--- src/rtl/video_fetch_fifo_pkg.sv ---
// Shared definitions for the video fetch path: fetch FSM encoding,
// default frame size and the byte-lane helper used on the FIFO head word.
package video_fetch_fifo_pkg;

    // 640x480 pixels at 1 bpp, packed into 32-bit words.
    localparam int C_FRAME_WORDS_DEFAULT = 9600;

    typedef enum logic [2:0] {
        ST_IDLE  = 3'd0,   // after reset, waiting for the first frame start
        ST_FETCH = 3'd1,   // bus read outstanding, data will be kept
        ST_READY = 3'd2,   // between requests, waiting for FIFO space
        ST_DRAIN = 3'd3,   // bus read outstanding, data will be discarded
        ST_DONE  = 3'd4    // whole frame fetched, waiting for next frame start
    } fetch_state_t;

    // Byte 0 is bits [7:0]; it holds the leftmost pixels of the word.
    function automatic logic [7:0] byte_lane(input logic [31:0] word,
                                             input logic [1:0]  idx);
        logic [7:0] lane;
        case (idx)
            2'd0:    lane = word[7:0];
            2'd1:    lane = word[15:8];
            2'd2:    lane = word[23:16];
            default: lane = word[31:24];
        endcase
        return lane;
    endfunction

endpackage

--- src/rtl/video_fetch_fifo_fifo.sv ---
// Synchronous 32-bit wide FIFO with a flush input. The head word is shown
// combinationally from storage so a push into an empty FIFO is visible on
// the cycle after the write.
module fifo_sync_w32 #(
    parameter int C_log2 = 4
) (
    input  logic              clk,
    input  logic              reset,
    input  logic              flush,
    input  logic              push,
    input  logic [31:0]       wdata,
    input  logic              pop,
    output logic [31:0]       head,
    output logic [C_log2:0]   count,
    output logic              full,
    output logic              empty
);

    localparam int C_depth = 1 << C_log2;
    localparam logic [C_log2:0] C_full_count = (C_log2 + 1)'(C_depth);

    logic [31:0]       mem [C_depth];
    logic [C_log2-1:0] wr_ptr;
    logic [C_log2-1:0] rd_ptr;
    logic              do_push;
    logic              do_pop;

    // A write into a full FIFO or a read from an empty one is ignored.
    assign do_push = push && !full;
    assign do_pop  = pop && !empty;
    assign full    = (count == C_full_count);
    assign empty   = (count == '0);
    assign head    = mem[rd_ptr];

    // Storage write; contents need no reset because count gates visibility.
    always_ff @(posedge clk) begin
        if (do_push) begin
            mem[wr_ptr] <= wdata;
        end
    end

    // Pointers wrap modulo depth; count is one bit wider to tell full from empty.
    always_ff @(posedge clk) begin
        if (reset || flush) begin
            wr_ptr <= '0;
            rd_ptr <= '0;
            count  <= '0;
        end else begin
            if (do_push) begin
                wr_ptr <= wr_ptr + C_log2'(1);
            end
            if (do_pop) begin
                rd_ptr <= rd_ptr + C_log2'(1);
            end
            case ({do_push, do_pop})
                2'b10:   count <= count + (C_log2 + 1)'(1);
                2'b01:   count <= count - (C_log2 + 1)'(1);
                default: count <= count;
            endcase
        end
    end

endmodule

--- src/rtl/video_fetch_fifo.sv ---
// Framebuffer fetch engine: reads one frame of 32-bit words over a simple
// strobe/ready bus into a FIFO and hands them to the display stage a byte
// at a time. Bus handshake: addr_strobe rises with a valid addr and both
// stay stable until the cycle data_ready is high; that cycle completes the
// read, and addr_strobe is low for at least one cycle before the next one.
module video_fetch_fifo
    import video_fetch_fifo_pkg::*;
#(
    parameter int C_addr_bits   = 30,
    parameter int C_fifo_log2   = 4,
    parameter int C_frame_words = C_FRAME_WORDS_DEFAULT
) (
    input  logic                   clk,
    input  logic                   reset,
    input  logic [C_addr_bits-1:0] base_addr,
    output logic                   addr_strobe,
    output logic [C_addr_bits-1:0] addr,
    input  logic                   data_ready,
    input  logic [31:0]            data_in,
    input  logic                   vga_vsync,
    input  logic                   rd,
    output logic [7:0]             disp_data,
    output logic                   underflow,
    output logic [2:0]             fsm_state
);

    localparam int C_cnt_bits = $clog2(C_frame_words + 1);
    localparam logic [C_cnt_bits-1:0] C_last_word = C_cnt_bits'(C_frame_words - 1);

    fetch_state_t          state;
    fetch_state_t          state_next;
    logic                  reinit;
    logic                  push_word;
    logic                  vsync_meta;
    logic                  vsync_sync;
    logic                  vsync_prev;
    logic                  frame_start;
    logic [C_cnt_bits-1:0] word_cnt;
    logic [1:0]            byte_idx;
    logic                  pop_word;
    logic [31:0]           fifo_head;
    logic [C_fifo_log2:0]  fifo_count;
    logic                  fifo_full;
    logic                  fifo_empty;

    // Two-flop synchronizer plus edge history; idles high (vsync inactive).
    always_ff @(posedge clk) begin
        if (reset) begin
            vsync_meta <= 1'b1;
            vsync_sync <= 1'b1;
            vsync_prev <= 1'b1;
        end else begin
            vsync_meta <= vga_vsync;
            vsync_sync <= vsync_meta;
            vsync_prev <= vsync_sync;
        end
    end

    assign frame_start = vsync_prev && !vsync_sync;

    // Fetch FSM state register.
    always_ff @(posedge clk) begin
        if (reset) begin
            state <= ST_IDLE;
        end else begin
            state <= state_next;
        end
    end

    // Fetch FSM next state and per-cycle control strobes.
    always_comb begin
        state_next = state;
        reinit     = 1'b0;
        push_word  = 1'b0;
        case (state)
            ST_IDLE, ST_DONE: begin
                if (frame_start) begin
                    reinit     = 1'b1;
                    state_next = ST_READY;
                end
            end
            ST_READY: begin
                if (frame_start) begin
                    reinit = 1'b1;
                end else if (!fifo_full) begin
                    state_next = ST_FETCH;
                end
            end
            ST_FETCH: begin
                if (frame_start) begin
                    // A read completing in the same cycle is already over,
                    // so there is nothing left to drain.
                    if (data_ready) begin
                        reinit     = 1'b1;
                        state_next = ST_READY;
                    end else begin
                        state_next = ST_DRAIN;
                    end
                end else if (data_ready) begin
                    push_word  = 1'b1;
                    state_next = (word_cnt == C_last_word) ? ST_DONE : ST_READY;
                end
            end
            ST_DRAIN: begin
                if (data_ready) begin
                    reinit     = 1'b1;
                    state_next = ST_READY;
                end
            end
            default: begin
                state_next = ST_IDLE;
            end
        endcase
    end

    // Address, word count, byte index and sticky underflow.
    always_ff @(posedge clk) begin
        if (reset) begin
            addr      <= '0;
            word_cnt  <= '0;
            byte_idx  <= '0;
            underflow <= 1'b0;
        end else if (reinit) begin
            addr      <= base_addr;
            word_cnt  <= '0;
            byte_idx  <= '0;
            underflow <= 1'b0;
        end else begin
            if (push_word) begin
                addr     <= addr + C_addr_bits'(1);
                word_cnt <= word_cnt + C_cnt_bits'(1);
            end
            if (rd) begin
                if (fifo_empty) begin
                    underflow <= 1'b1;
                end else begin
                    byte_idx <= byte_idx + 2'd1;
                end
            end
        end
    end

    assign pop_word    = rd && !fifo_empty && (byte_idx == 2'd3) && !reinit;
    assign addr_strobe = (state == ST_FETCH) || (state == ST_DRAIN);
    assign disp_data   = fifo_empty ? 8'h00 : byte_lane(fifo_head, byte_idx);
    assign fsm_state   = state;

    fifo_sync_w32 #(
        .C_log2 (C_fifo_log2)
    ) u_fifo (
        .clk   (clk),
        .reset (reset),
        .flush (reinit),
        .push  (push_word),
        .wdata (data_in),
        .pop   (pop_word),
        .head  (fifo_head),
        .count (fifo_count),
        .full  (fifo_full),
        .empty (fifo_empty)
    );

endmodule

--- config.mk ---
export PLATFORM = sky130hd
export DESIGN_NAME = video_fetch_fifo
export DESIGN_NICKNAME = d
export VERILOG_FILES = /design/src/rtl/video_fetch_fifo_pkg.sv /design/src/rtl/video_fetch_fifo_fifo.sv /design/src/rtl/video_fetch_fifo.sv
export SDC_FILE = /design/constraint.sdc
export NUM_CORES = 1
export LEC_CHECK = 0
export BUFFER_PORTS_ARGS = -buffer_cell sky130_fd_sc_hd__buf_2
export CAP_MARGIN = 20
export CORE_MARGIN = 1.5
export CORE_UTILIZATION = 36
export CTS_CLUSTER_SIZE = 25
export DETAILED_ROUTE_END_ITERATION = 10
export PLACE_DENSITY_LB_ADDON = 0.05
export SETUP_SLACK_MARGIN = 0.4
export SYNTH_ARGS = -nofsm -noshare
export SYNTH_HDL_FRONTEND = slang
export SYNTH_SLANG_ARGS = --single-unit
--- constraint.sdc ---
create_clock -name clk -period 12.7 [get_ports clk]
set_clock_uncertainty 0.2 [all_clocks]
set_input_delay 1.27 -clock clk [delete_from_list [all_inputs] [get_ports clk]]
set_output_delay 1.27 -clock clk [all_outputs]
set_load 0.05 [all_outputs]
* Yosys cells after proc, flatten, opt, wreduce, memory -nomap -nowiden
Memory sizes are Yosys's and may differ from the RTL's. A register that Yosys moved wholly into a read port is not among the register bits. Index checks and enable logic that the tools add are counted.
Word-level totals: RAM bits 512, word-level logic and storage cells 83, input bits 67, output and inout bits 43, register bits after elaboration 66, memories kept 1
Cells by class: $add $sub $neg 7, muxes and demuxes 24, reduce and logical (&&, ||, !) cells 23, bitwise gates (word level) 1, equality and inequality tests 16
Memories:
- u_fifo.mem | words 16, width 32, read ports 1, clocked after Yosys merged registers in 1, wr ports 1, line video_fetch_fifo_fifo.sv:22 | logic [31:0] mem [C_depth];
Operators by type and width (count):
- two-way mux 30 bit | 2
- adder 30 x 1 -> 30 bit (second input constant) | 1
- case mux 8 bit (3 select lines) | 1
- two-way mux 3 bit | 7
- adder 14 x 1 -> 14 bit (second input constant) | 1
- equality test 14 bit (second input constant) | 1
- case mux 3 bit (4 select lines) | 1
- case mux 5 bit (2 select lines) | 1
- adder 4 x 1 -> 4 bit (second input constant) | 2
- two-way mux 1 bit | 8
- two-way mux 4 bit | 2
- two-way mux 8 bit | 1
- != test 2 bit (second input constant) | 4
- equality test 2 bit (second input constant) | 3
- equality test 3 x 2 -> 1 bit (second input constant) | 2
- logical AND 1 bit | 6
- adder 5 x 1 -> 5 bit (second input constant) | 1
- equality test 5 bit (second input constant) | 1
- zero test 5 bit | 1
- AND reduction 5 bit | 1
- subtractor 5 x 1 -> 5 bit (second input constant) | 1
- equality test 2 x 1 -> 1 bit (second input constant) | 2
- zero test 1 bit | 4
- AND reduction 2 bit | 2
- 12 further kinds | 15

* Longest topological paths before layout
word-level depth 9, depth in mapped cells 14, mapped depth without buffers 12

* Modules after synthesis
Synthesis repeated with hierarchy kept, for this count alone.
Second synthesis, totals: cell total of the unflattened synthesis 1230, area, all modules 23578.9 µm²
Modules (own cells, without submodules):
- fifo_sync_w32 | cells each 839, instances 1, area each 20458.4 µm², sequential area each 15715.1 µm²
- video_fetch_fifo | cells each 391, instances 1, area each 3120.5 µm², sequential area each 1061.0 µm²

* Least setup slack after synthesis
OpenSTA, ideal clock, no wires.
kind input to register, start in data_ready, end mem u_fifo.mem[3][0] (enable), path buffers 0, stages 4, required time 12039 ps, setup time 461 ps, setup slack 7618 ps, data arrival time 4421 ps, path through nand3b_4 -> a2111oi_4 -> nand2_1 -> nor3_1
On the way: word-level cells in the longest chain between the ends 6
RTL lines:
- start, declared | line video_fetch_fifo.sv:18 | input logic data_ready,
- two-way mux 1 bit | line video_fetch_fifo.sv:99 | end else if (data_ready) begin
- two-way mux 1 bit | line video_fetch_fifo.sv:90 | if (frame_start) begin
- two-way mux 1 bit | line video_fetch_fifo.sv:75 | case (state)
- logical AND 1 bit | line video_fetch_fifo_fifo.sv:29 | assign do_push = push && !full;
- two-way mux 1 bit | line video_fetch_fifo_fifo.sv:37 | if (do_push) begin
- two-way mux 1 bit (not written as such) | line video_fetch_fifo_fifo.sv:38 | mem[wr_ptr] <= wdata;
- end, declared | line video_fetch_fifo_fifo.sv:22
Every way passes these cells.

==> results_dict.tcl <==
set metrics [dict create \
    cts_hold_buf 0 \
    antenna_left 0 \
    sequentialPowerShare_pct 51.9 \
    antenna_found_initial 4 \
    leakage_nw 8.466 \
    clkTransAtPathRegs_ns 0.06 \
    die_x_um 257.2 \
    slew_headroom_pct 37.75 \
    fin_util_pct 42.09 \
    cp-end-kind "output pin" \
    crit_buf_inv 2 \
    critical_path_arrival_ns 4.14 \
    post-place-ws_ns 7.495 \
    fin_crit_sh_pct 44.14 \
    crit_type "flop to output pin" \
    drt_first_pass_iters 5 \
    cts_buffer_depth 3 \
    grt_pass1_wl_mm 88.64 \
    clock_latency_ns 0.59 \
    fin_cells 2379 \
    synth_ff_type "edfxtp_1" \
    areaGrowthSynthToFinish_pct 15.97 \
    finalWirelength_mm 60.73 \
    via_per_inst 5.203 \
    cts_tree "yes" \
    outcome "finished clean" \
    fin_ws_ns 7.094 \
    layout_common_cells "512 x edfxtp_1, 120 x mux2i_1, 109 x buf_2, 81 x mux4_2, 76 x nor2_1" \
    cts_setup_buffers 0 \
    path_delay_family "buffers and inverters" \
    cts.htree.levels 3 \
    die_h_um 257.2 \
    rows 93 \
    ys_async_sr_fraction_pct 0 \
    syn_nets 1426 \
    ir_drop_mv 0.06606 \
    cpPeakStageDelay_ns 0.88 \
    io-pin-count 110 \
    power.switching_mw 0.8406 \
    worstMarginPinSlew_ns 0.9338 \
    fp.coreArea_um2 64120 \
    yosysWarnings 0 \
    p_clk_share_pct 45.1 \
    cts_made_buffers 67 \
    die_area_um2 66170 \
    io_buffer_count 109 \
    max-cap-violations 0 \
    power_mw 4.052 \
    grt-ovfl-total 0 \
    ys_seq_elements 582 \
    drive_gt1_share_pct 23.51 \
    grt_util_all_layers_pct 18.54 \
    place_congestion 0.7044 \
    wl_met1_mm 27.94 \
    critPathMaxFanout 97 \
    drv_slew 0 \
    period_needed_ns 5.606 \
    rsz0062_at_grt "no" \
    power_density_nw_per_um2 150.1 \
    dr.first_iter.drc_count 884 \
    hp-class "flop to flop" \
    cts_resized 0 \
    intPower_mw 3.211 \
    post-place-cells 2261 \
    final_common_cell "edfxtp_1" \
    start_util_pct 36.29 \
    hold_viol_final 0 \
    drc 0 \
    setup_tns_ns 0 \
    setup_viol 0 \
    first_global_vias 12920 \
    top_layer "met5" \
    critPathSlowestCell "dfxtp_4" \
    via_count 12380 \
    max_freq_mhz 178.4 \
    clock_sinks 582 \
    cpMostUsedCell "nor3_1" \
    p_comb_share_pct 3.0 \
    fillerInstances 5767 \
    met3_length_mm 2.287 \
    syn_area_per_cell_um2 17.30 \
    path_cells "buf_12, mux4_2, nand2b_1, a31oi_1, o21ai_0, nor3_1, nor3_1, buf_2" \
    hpwlAfterDp_mm 31.83 \
    syn_inst 1345 \
    seq_area_frac_synth_pct 72.09 \
    root_buffer "clkbuf_16" \
    nets 1556 \
    routedWlPerCell_um 25.53 \
    grt_start_max_net_pins 98 \
    yosysUniqueCellTypes 60 \
    synth-edff-count 512 \
    crit_required_ns 11.23 \
    synth_area_um2 23270 \
    route.met2.wl_mm 29.49 \
    switching_share_pct 20.75 \
    startpoint_type "flop" \
]
worst paths after layout:
check	startpoint	end	slack, ns	cells after the start
worst max-delay path	flop	disp_data[1]	7.09	8
worst max register to register	fsm_state[0]	u_fifo.mem[11][19]	8.96	5
worst min-delay path	vsync_meta	vsync_sync	0.22	1
worst min register to register	vsync_meta	vsync_sync	0.22	1
logic make-up after synthesis:
group,Yosys count,share of synthesized area [%]
simple gates,257,5.646
xor+xnor,48,1.807
mux,217,13.78
buf+inv,83,1.543
flops,582,72.09
fa+ha+maj,14,0.7528
compound gates,144,4.382
sequential cells by signal (all words and copies together) (netlist names), named ones only:
name,flops
u_fifo.wr_ptr,4
vsync_sync,1
byte_idx,2
addr,30
u_fifo.count,5
vsync_prev,1
underflow,1
word_cnt,14
u_fifo.mem,512
fsm_state,3
u_fifo.rd_ptr,4
vsync_meta,1
layout make-up:
class	count	area (µm²)	share of cell area, %
Antenna cell	1	2.502	0.009273
Multi-Input combinational cell	680	6270	23.23
Inverter	8	30.03	0.1113
Clock inverter	29	237.7	0.8809
Tap cell	855	1070	3.964
Sequential cell	582	16790	62.21
Timing Repair Buffer	136	760.7	2.819
Clock buffer	88	1828	6.774
cells in the mapped netlist (3+ instances only):
cell type,count,share of area [%]
mux2i_1,120,5.2
mux4_2,81,7.8
or2_2,4,0.11
and3_1,9,0.24
a221oi_1,5,0.19
buf_2,20,0.43
clkbuf_1,46,0.74
nand4_1,13,0.35
o211ai_1,3,0.097
nand3_1,31,0.67
a22oi_1,28,0.90
a31oi_1,8,0.22
buf_4,4,0.13
xor2_1,34,1.3
xnor2_1,14,0.53
ha_1,14,0.75
or3_1,8,0.22
a21oi_1,23,0.49
nand2_1,41,0.66
o22ai_1,12,0.32
and4_1,4,0.15
o21ai_0,16,0.34
buf_1,4,0.065
nor2_1,90,1.5
nor3_1,20,0.43
mux2_2,16,0.77
nand2b_1,9,0.24
edfxtp_1,512,66
nor2b_1,8,0.22
o221ai_1,5,0.19
a211oi_1,32,1.0
inv_1,8,0.13
dfxtp_1,70,6.0
routing by layer:
metal  track usage, %  vias up
met5                0        -
met4            5.033        4
met3            3.054       72
met2            30.58      233
met1            25.40     6471
li1                 -     5598
worst reg2reg max path, cell delays in order, from the launching register on:
cell and delay, ns:
dfxtp_1 0.55, nand3b_4 0.15, a2111oi_4 0.73, nand2_1 0.45, nor2_4 0.70, buf_4 0.54
per-stage QoR:
stage	instance area, µm²	hold WS, ns
6_report	26990	0.2198
5_1_grt	26990	0.2350
4_1_cts	26980	0.2213
3_5_place_dp	24920	0.2076
3_3_place_gp	24920	0.1993
2_1_floorplan	23270	0.1895
power by group through the flow:
stage | logic [mW] | registers, mW | clock network [mW]
floorplan | 0.0369 | 2.17 | 0
global placement | 0.120 | 2.14 | 0
detailed placement | 0.121 | 2.14 | 0
CTS | 0.122 | 2.10 | 1.88
global route | 0.130 | 2.10 | 1.96
finish | 0.120 | 2.10 | 1.83
Note: power is estimated with default switching activity, not from simulation.
